### config.mk
export PLATFORM = sky130hd
export DESIGN_NAME = dht11_report_ctrl
export DESIGN_NICKNAME = d
export VERILOG_FILES = /design/src/rtl/dht11_report_ctrl.sv
export SDC_FILE = /design/constraint.sdc
export NUM_CORES = 1
export LEC_CHECK = 0
export ABC_AREA = 0
export CAP_MARGIN = 20
export CORE_MARGIN = 2
export CORE_UTILIZATION = 50
export DETAILED_ROUTE_END_ITERATION = 8
export GPL_TIMING_DRIVEN = 0
export HOLD_SLACK_MARGIN = 0.1
export PLACE_DENSITY = 0.74
export SLEW_MARGIN = 25
export SYNTH_ARGS = -nofsm -noshare
export SYNTH_HDL_FRONTEND = slang
export SYNTH_SLANG_ARGS = --single-unit
### constraint.sdc
create_clock -name clk -period 2.8 [get_ports clk]
set_input_delay 0.42 -clock clk [delete_from_list [all_inputs] [get_ports clk]]
set_output_delay 0.42 -clock clk [all_outputs]
set_load 0.02 [all_outputs]
### src/rtl/dht11_report_ctrl.sv
// dht11_report_ctrl: turns checksum-valid DHT11 measurements into 15-byte
// ASCII report lines ("T:dd.dd H:dd%\r\n") and streams them to a UART TX
// over a valid/ready handshake.
//
// Optional feature macro: DHT11_ERR_REPORT_EN
//   When defined, a sensor-silence timer emits "ERR\r\n" frames after
//   TIMEOUT_CYCLES cycles without a new sample. When undefined, only sample
//   frames are produced and no timer logic exists.
//
// state    | meaning
// ---------+----------------------------------------------------------
// ST_IDLE  | no frame in flight; picks up pend (first) or err_pend
// ST_SEND  | presenting frame byte idx, waiting for tx_data_ready

module dht11_report_ctrl #(
  parameter int          CLK_FRE        = 50,
  parameter int          REPORT_DIV     = 1,
  parameter int unsigned TIMEOUT_CYCLES = CLK_FRE * 1000000 * 5
) (
  input  logic        clk,
  input  logic        rst_n,
  input  logic [3:0]  dht11_state,
  input  logic [23:0] data_rec,
  output logic [7:0]  tx_data,
  output logic        tx_data_valid,
  input  logic        tx_data_ready,
  output logic        busy,
  output logic [15:0] frame_cnt,
  output logic [7:0]  drop_cnt
);

  typedef enum logic {
    ST_IDLE = 1'b0,
    ST_SEND = 1'b1
  } state_t;

  localparam logic [7:0] DIV_LAST     = 8'(REPORT_DIV - 1);
  localparam logic [3:0] LAST_SAMPLE  = 4'd14;
  localparam logic [3:0] LAST_ERR     = 4'd4;

  state_t      state, state_nxt;
  logic [3:0]  prev_state;
  logic        new_sample;
  logic        reportable;
  logic [7:0]  div_cnt;
  logic        pend;
  logic [23:0] pend_data;
  logic        err_pend;
  logic        take_pend;

  logic [23:0] frame_data, frame_data_nxt;
  logic        frame_err, frame_err_nxt;
  logic [3:0]  idx, idx_nxt;
  logic [3:0]  idx_last;
  logic [7:0]  tx_data_nxt;
  logic        tx_valid_nxt;
  logic [15:0] frame_cnt_nxt;

  // ASCII digit for a BCD nibble; anything outside 0..9 is shown as '?'
  function automatic logic [7:0] digit(input logic [3:0] n);
    if (n <= 4'd9) return 8'h30 + {4'h0, n};
    else           return 8'h3F;
  endfunction

  // Byte i of a frame, for either the sample line or the ERR line
  function automatic logic [7:0] frame_byte(input logic [23:0] d,
                                            input logic        err,
                                            input logic [3:0]  i);
    logic [7:0] b;
    b = 8'h0A;
    if (err) begin
      case (i)
        4'd0:    b = 8'h45;
        4'd1:    b = 8'h52;
        4'd2:    b = 8'h52;
        4'd3:    b = 8'h0D;
        default: b = 8'h0A;
      endcase
    end else begin
      case (i)
        4'd0:    b = 8'h54;
        4'd1:    b = 8'h3A;
        4'd2:    b = digit(d[23:20]);
        4'd3:    b = digit(d[19:16]);
        4'd4:    b = 8'h2E;
        4'd5:    b = digit(d[15:12]);
        4'd6:    b = digit(d[11:8]);
        4'd7:    b = 8'h20;
        4'd8:    b = 8'h48;
        4'd9:    b = 8'h3A;
        4'd10:   b = digit(d[7:4]);
        4'd11:   b = digit(d[3:0]);
        4'd12:   b = 8'h25;
        4'd13:   b = 8'h0D;
        default: b = 8'h0A;
      endcase
    end
    return b;
  endfunction

  assign new_sample = (dht11_state == 4'd1) && (prev_state == 4'd9);
  assign reportable = new_sample && (div_cnt == DIV_LAST);
  assign take_pend  = (state == ST_IDLE) && pend;
  assign busy       = (state != ST_IDLE);
  assign idx_last   = frame_err ? LAST_ERR : LAST_SAMPLE;

  // Edge detector on the reader state: completed measurement is 9 -> 1
  always_ff @(posedge clk or negedge rst_n) begin
    if (!rst_n) prev_state <= 4'd0;
    else        prev_state <= dht11_state;
  end

  // Report divider: only every REPORT_DIV-th sample is reportable
  always_ff @(posedge clk or negedge rst_n) begin
    if (!rst_n) begin
      div_cnt <= 8'd0;
    end else if (new_sample) begin
      if (div_cnt == DIV_LAST) div_cnt <= 8'd0;
      else                     div_cnt <= div_cnt + 8'd1;
    end
  end

  // One-deep pending buffer; a load in the same cycle IDLE consumes it wins
  always_ff @(posedge clk or negedge rst_n) begin
    if (!rst_n) begin
      pend      <= 1'b0;
      pend_data <= 24'd0;
      drop_cnt  <= 8'd0;
    end else if (reportable) begin
      pend      <= 1'b1;
      pend_data <= data_rec;
      if (pend && !take_pend && (drop_cnt != 8'hFF))
        drop_cnt <= drop_cnt + 8'd1;
    end else if (take_pend) begin
      pend <= 1'b0;
    end
  end

`ifdef DHT11_ERR_REPORT_EN
  localparam logic [31:0] TIMEOUT_LAST = 32'(TIMEOUT_CYCLES - 1);

  logic [31:0] timer;
  logic        timeout_hit;
  logic        take_err;

  assign timeout_hit = !new_sample && (timer == TIMEOUT_LAST);
  assign take_err    = (state == ST_IDLE) && !pend && err_pend;

  // Silence timer: any sample (reportable or not) restarts the window
  always_ff @(posedge clk or negedge rst_n) begin
    if (!rst_n)           timer <= 32'd0;
    else if (new_sample)  timer <= 32'd0;
    else if (timeout_hit) timer <= 32'd0;
    else                  timer <= timer + 32'd1;
  end

  // Timeout flag; a repeat timeout while already pending is absorbed
  always_ff @(posedge clk or negedge rst_n) begin
    if (!rst_n)           err_pend <= 1'b0;
    else if (timeout_hit) err_pend <= 1'b1;
    else if (take_err)    err_pend <= 1'b0;
  end
`else
  assign err_pend = 1'b0;
`endif

  // FSM and frame datapath registers
  always_ff @(posedge clk or negedge rst_n) begin
    if (!rst_n) begin
      state         <= ST_IDLE;
      frame_data    <= 24'd0;
      frame_err     <= 1'b0;
      idx           <= 4'd0;
      tx_data       <= 8'h00;
      tx_data_valid <= 1'b0;
      frame_cnt     <= 16'd0;
    end else begin
      state         <= state_nxt;
      frame_data    <= frame_data_nxt;
      frame_err     <= frame_err_nxt;
      idx           <= idx_nxt;
      tx_data       <= tx_data_nxt;
      tx_data_valid <= tx_valid_nxt;
      frame_cnt     <= frame_cnt_nxt;
    end
  end

  // Next-state logic: start frames from IDLE, step bytes on each accept
  always_comb begin
    state_nxt      = state;
    frame_data_nxt = frame_data;
    frame_err_nxt  = frame_err;
    idx_nxt        = idx;
    tx_data_nxt    = tx_data;
    tx_valid_nxt   = tx_data_valid;
    frame_cnt_nxt  = frame_cnt;
    case (state)
      ST_IDLE: begin
        if (pend) begin
          frame_data_nxt = pend_data;
          frame_err_nxt  = 1'b0;
          idx_nxt        = 4'd0;
          tx_data_nxt    = frame_byte(pend_data, 1'b0, 4'd0);
          tx_valid_nxt   = 1'b1;
          state_nxt      = ST_SEND;
        end else if (err_pend) begin
          frame_err_nxt  = 1'b1;
          idx_nxt        = 4'd0;
          tx_data_nxt    = frame_byte(frame_data, 1'b1, 4'd0);
          tx_valid_nxt   = 1'b1;
          state_nxt      = ST_SEND;
        end
      end
      ST_SEND: begin
        if (tx_data_ready) begin
          if (idx != idx_last) begin
            idx_nxt     = idx + 4'd1;
            tx_data_nxt = frame_byte(frame_data, frame_err, idx + 4'd1);
          end else begin
            tx_valid_nxt  = 1'b0;
            frame_cnt_nxt = frame_cnt + 16'd1;
            state_nxt     = ST_IDLE;
          end
        end
      end
      default: state_nxt = ST_IDLE;
    endcase
  end

endmodule

==> reports/qor.csv <==
stage;metric;value;unit
run_status;status;complete, no violations;
final_layout;diodes;0;
power_and_ir_drop;peakVddDrop;0.000323;V
sta;finalCritPeriodShare;0.865;
global_routing;antenna_found_initial;0;
sta;finalSetupViolCount;0;
power_and_ir_drop;seqPwrFrac;0.434;
setup_path;cp-start-kind;flip-flop;
global_routing;track_usage;0.198;
yosys;yosysUniqueCellTypes;50;
clocking;cts_buffer_depth;2;
setup_path;cp-end-kind;flip-flop;
global_routing;grt_pass1_wl;15500;um
routing;antenna_left;0;
routing;avgViaCountPerCell;5.38;
sta;hold_violations;0;
sta;timing.fmax;0.413;GHz
placement;gp_congestion;0.937;
sta;setup_ws;0.378;ns
clocking;clock-sinks;98;
sta;slew_violations;0;
power_and_ir_drop;switchingPower;1380;uW
yosys;synthArstFlopShare;1.00;
final_layout;layoutNonFillerInstCount;613;
clocking;clk_pin_slew;0.10;ns
global_routing;overflow;0;
final_layout;multiInputGateArea;0.00195;mm2
yosys;ys_ff_latch;98;
setup_path;cp_max_fo;9;
die;pin_count;65;
sta;tightest_slew;0.714;ns
routing;drt_pass1_iterations;4;
sta;holdWs;0.461;ns
power_and_ir_drop;p_int;2440;uW
placement;place.port_buffers;63;
sta;relSlewSlack;0.522;
yosys;ys.flop_type;dfrtp_1;
setup_path;arrival;2.67;ns
die;num_rows;34;
power_and_ir_drop;clkPwrFrac;0.233;
yosys;synth_edf_count;0;
power_and_ir_drop;powerDensity;693;mW/mm2
sta;setup_tns;0;ns
clocking;cts_buffers;9;
yosys;yosys_warnings;0;
setup_path;critPathRequiredTime;3.05;ns
clocking;ctsHoldBuffers;1;
yosys;syn_inst;424;
final_layout;final_core_util;0.632;
power_and_ir_drop;pwr-share-comb;0.334;
setup_path;crit_type;flip-flop to flip-flop;
final_layout;regArea;0.00245;mm2
final_layout;fillers;728;
yosys;seq_area_frac_synth;0.544;
hold_path;min_path_type;flip-flop to flip-flop;
final_layout;final_nets;540;
yosys;yosys.area.top_type;dfrtp_1;
sta;rsz0062_at_grt;no;
clocking;cts_setup_buffers;0;
die;initial_core_util;0.517;
yosys;synthTopCellsByArea;dfrtp_1 54%, nand2_1 8.2%, mux2_2 6.7%;
yosys;synth_nets;464;
die;chipWidth;99.0;um
die;fp.dieArea;0.00979;mm2
routing;routed_wl;8910;um
job;drv_cap;0;
sta;fin_skew;0.0152;ns
clocking;cts_resized;0;
clocking;cts_tree;built;
global_routing;grt_pass1_vias;3218;
power_and_ir_drop;power_leakage;0.00261;uW
placement;dpl_worst_slack;0.424;ns
yosys;yosysTopAreaCellShare;0.544;
die;die_h;99.0;um
setup_path;rrSetupSlack;0.38;ns
sta;fin_crit;2.42;ns
routing;via_count;3296;
final_layout;drive_above_1_share;0.121;
clocking;insertion_delay;0.36;ns
power_and_ir_drop;swShare;0.360;
clocking;root_buffer;clkbuf_8;
clocking;htree_levels;3;
yosys;synth_common_cells;98 x dfrtp_1, 98 x nand2_1, 27 x mux2_2;
routing;drt_iter0_markers;124;
routing;avgRoutedWirePerCell;14.5;um
yosys;synthesis.area;0.00451;mm2
placement;dp.cells;596;
final_layout;syn2layout_area_growth;22.2;%
yosys;avgSynthCellArea;10.6;um2
global_routing;grt_start_max_net_pins;57;
placement;dp_hpwl;6460;um
routing;drcViolationCount;0;
die;coreArea;0.00872;mm2
-- final timing paths --
check / startpoint / end / cells after the start
worst min register to register: pend_data[1]$_DFFE_PN0P_ / frame_data[1]$_DFFE_PN0P_ / 2
worst max register to register: idx[0]$_DFFE_PN0P_ / tx_data[0]$_DFFE_PN0P_ / 8
min in group asynchronous: rst_n / frame_cnt[8]$_DFFE_PN0P_ / 2
worst min-delay path: pend_data[1]$_DFFE_PN0P_ / frame_data[1]$_DFFE_PN0P_ / 2
worst max-delay path: idx[0]$_DFFE_PN0P_ / tx_data[0]$_DFFE_PN0P_ / 8
max in group asynchronous: rst_n / frame_data[12]$_DFFE_PN0P_ / 3
-- power by group through the flow --
stage / Clock (uW) / Combinational [uW] / Sequential, uW
floorplan: 0 / 738 / 1750
global placement: 0 / 1240 / 1670
detailed placement: 0 / 1260 / 1680
CTS: 915 / 1270 / 1660
global route: 974 / 1410 / 1670
finish: 888 / 1270 / 1650
-- metrics by stage --
stage          total power (uW)  cell area (um2)
3_3_place_gp               2910             5280
6_report                   3820             5510
2_1_floorplan              2490             4510
5_1_grt                    4050             5510
3_5_place_dp               2940             5300
4_1_cts                    3840             5510
-- layout by cell type (no fill, tap or decap), types with 4 or more instances in the layout --
cell	netlist	layout
nand2_1	98	98
dfrtp_1	98	98
clkdlybuf4s50_1	0	62
mux2_2	27	27
a21oi_1	20	20
xnor2_1	19	19
nand3_1	15	15
nor2_1	12	12
o21ai_0	12	12
clkbuf_8	0	11
xor2_1	10	10
ha_1	9	9
inv_1	8	8
clkbuf_1	8	8
nor3_1	8	8
and3_1	7	7
and2_1	6	6
nand4_1	6	6
buf_2	5	5
o21a_1	5	5
nor2b_1	4	4
-- sequential cells by signal (all words and copies together) (netlist names), 4 cells and up --
signal	count
prev_state	4
frame_data	24
div_cnt	8
drop_cnt	8
pend_data	24
frame_cnt	16
tx_data	7
idx	4
-- metal layers --
layer  share of wire  up-vias  GRT usage  wire length (um)
li1                -     1617          -                 -
met1            0.48     1583      0.287              4240
met2            0.46       89      0.305              4070
met3           0.057        7     0.0411               509
met4           0.010        0     0.0580                89
met5               0        -          0                 0
-- cells by family after synthesis --
kind of cell / after synthesis / share of synthesized area
AO/OA/AOI/OAI: 65 / 0.0935
other: 1 / 0.000832
AND/OR/NAND/NOR: 170 / 0.190
flip-flops: 98 / 0.544
adder cells (fa/ha/maj): 9 / 0.0250
XOR/XNOR: 29 / 0.0563
multiplexers: 27 / 0.0674
buffers and inverters: 25 / 0.0236
-- layout make-up --
class / count / share of cell area
plain buffers: 17 / 0.0139
clock buffers: 11 / 0.0275
clock inverters: 5 / 0.00795
inverters: 8 / 0.00545
multi-input cells: 301 / 0.354
flip-flops and latches: 98 / 0.445
well taps: 108 / 0.0245
repair buffers: 65 / 0.122
-- worst max-delay path, stage by stage (launching register included) --
cell and delay, ns:
dfrtp_1 0.45, ha_1 0.24, ha_1 0.27, buf_2 0.20
inv_1 0.17, nor3_1 0.26, a211oi_1 0.17, and3_1 0.22
a311o_1 0.33
No activity file was read; power rests on OpenSTA's default activity.
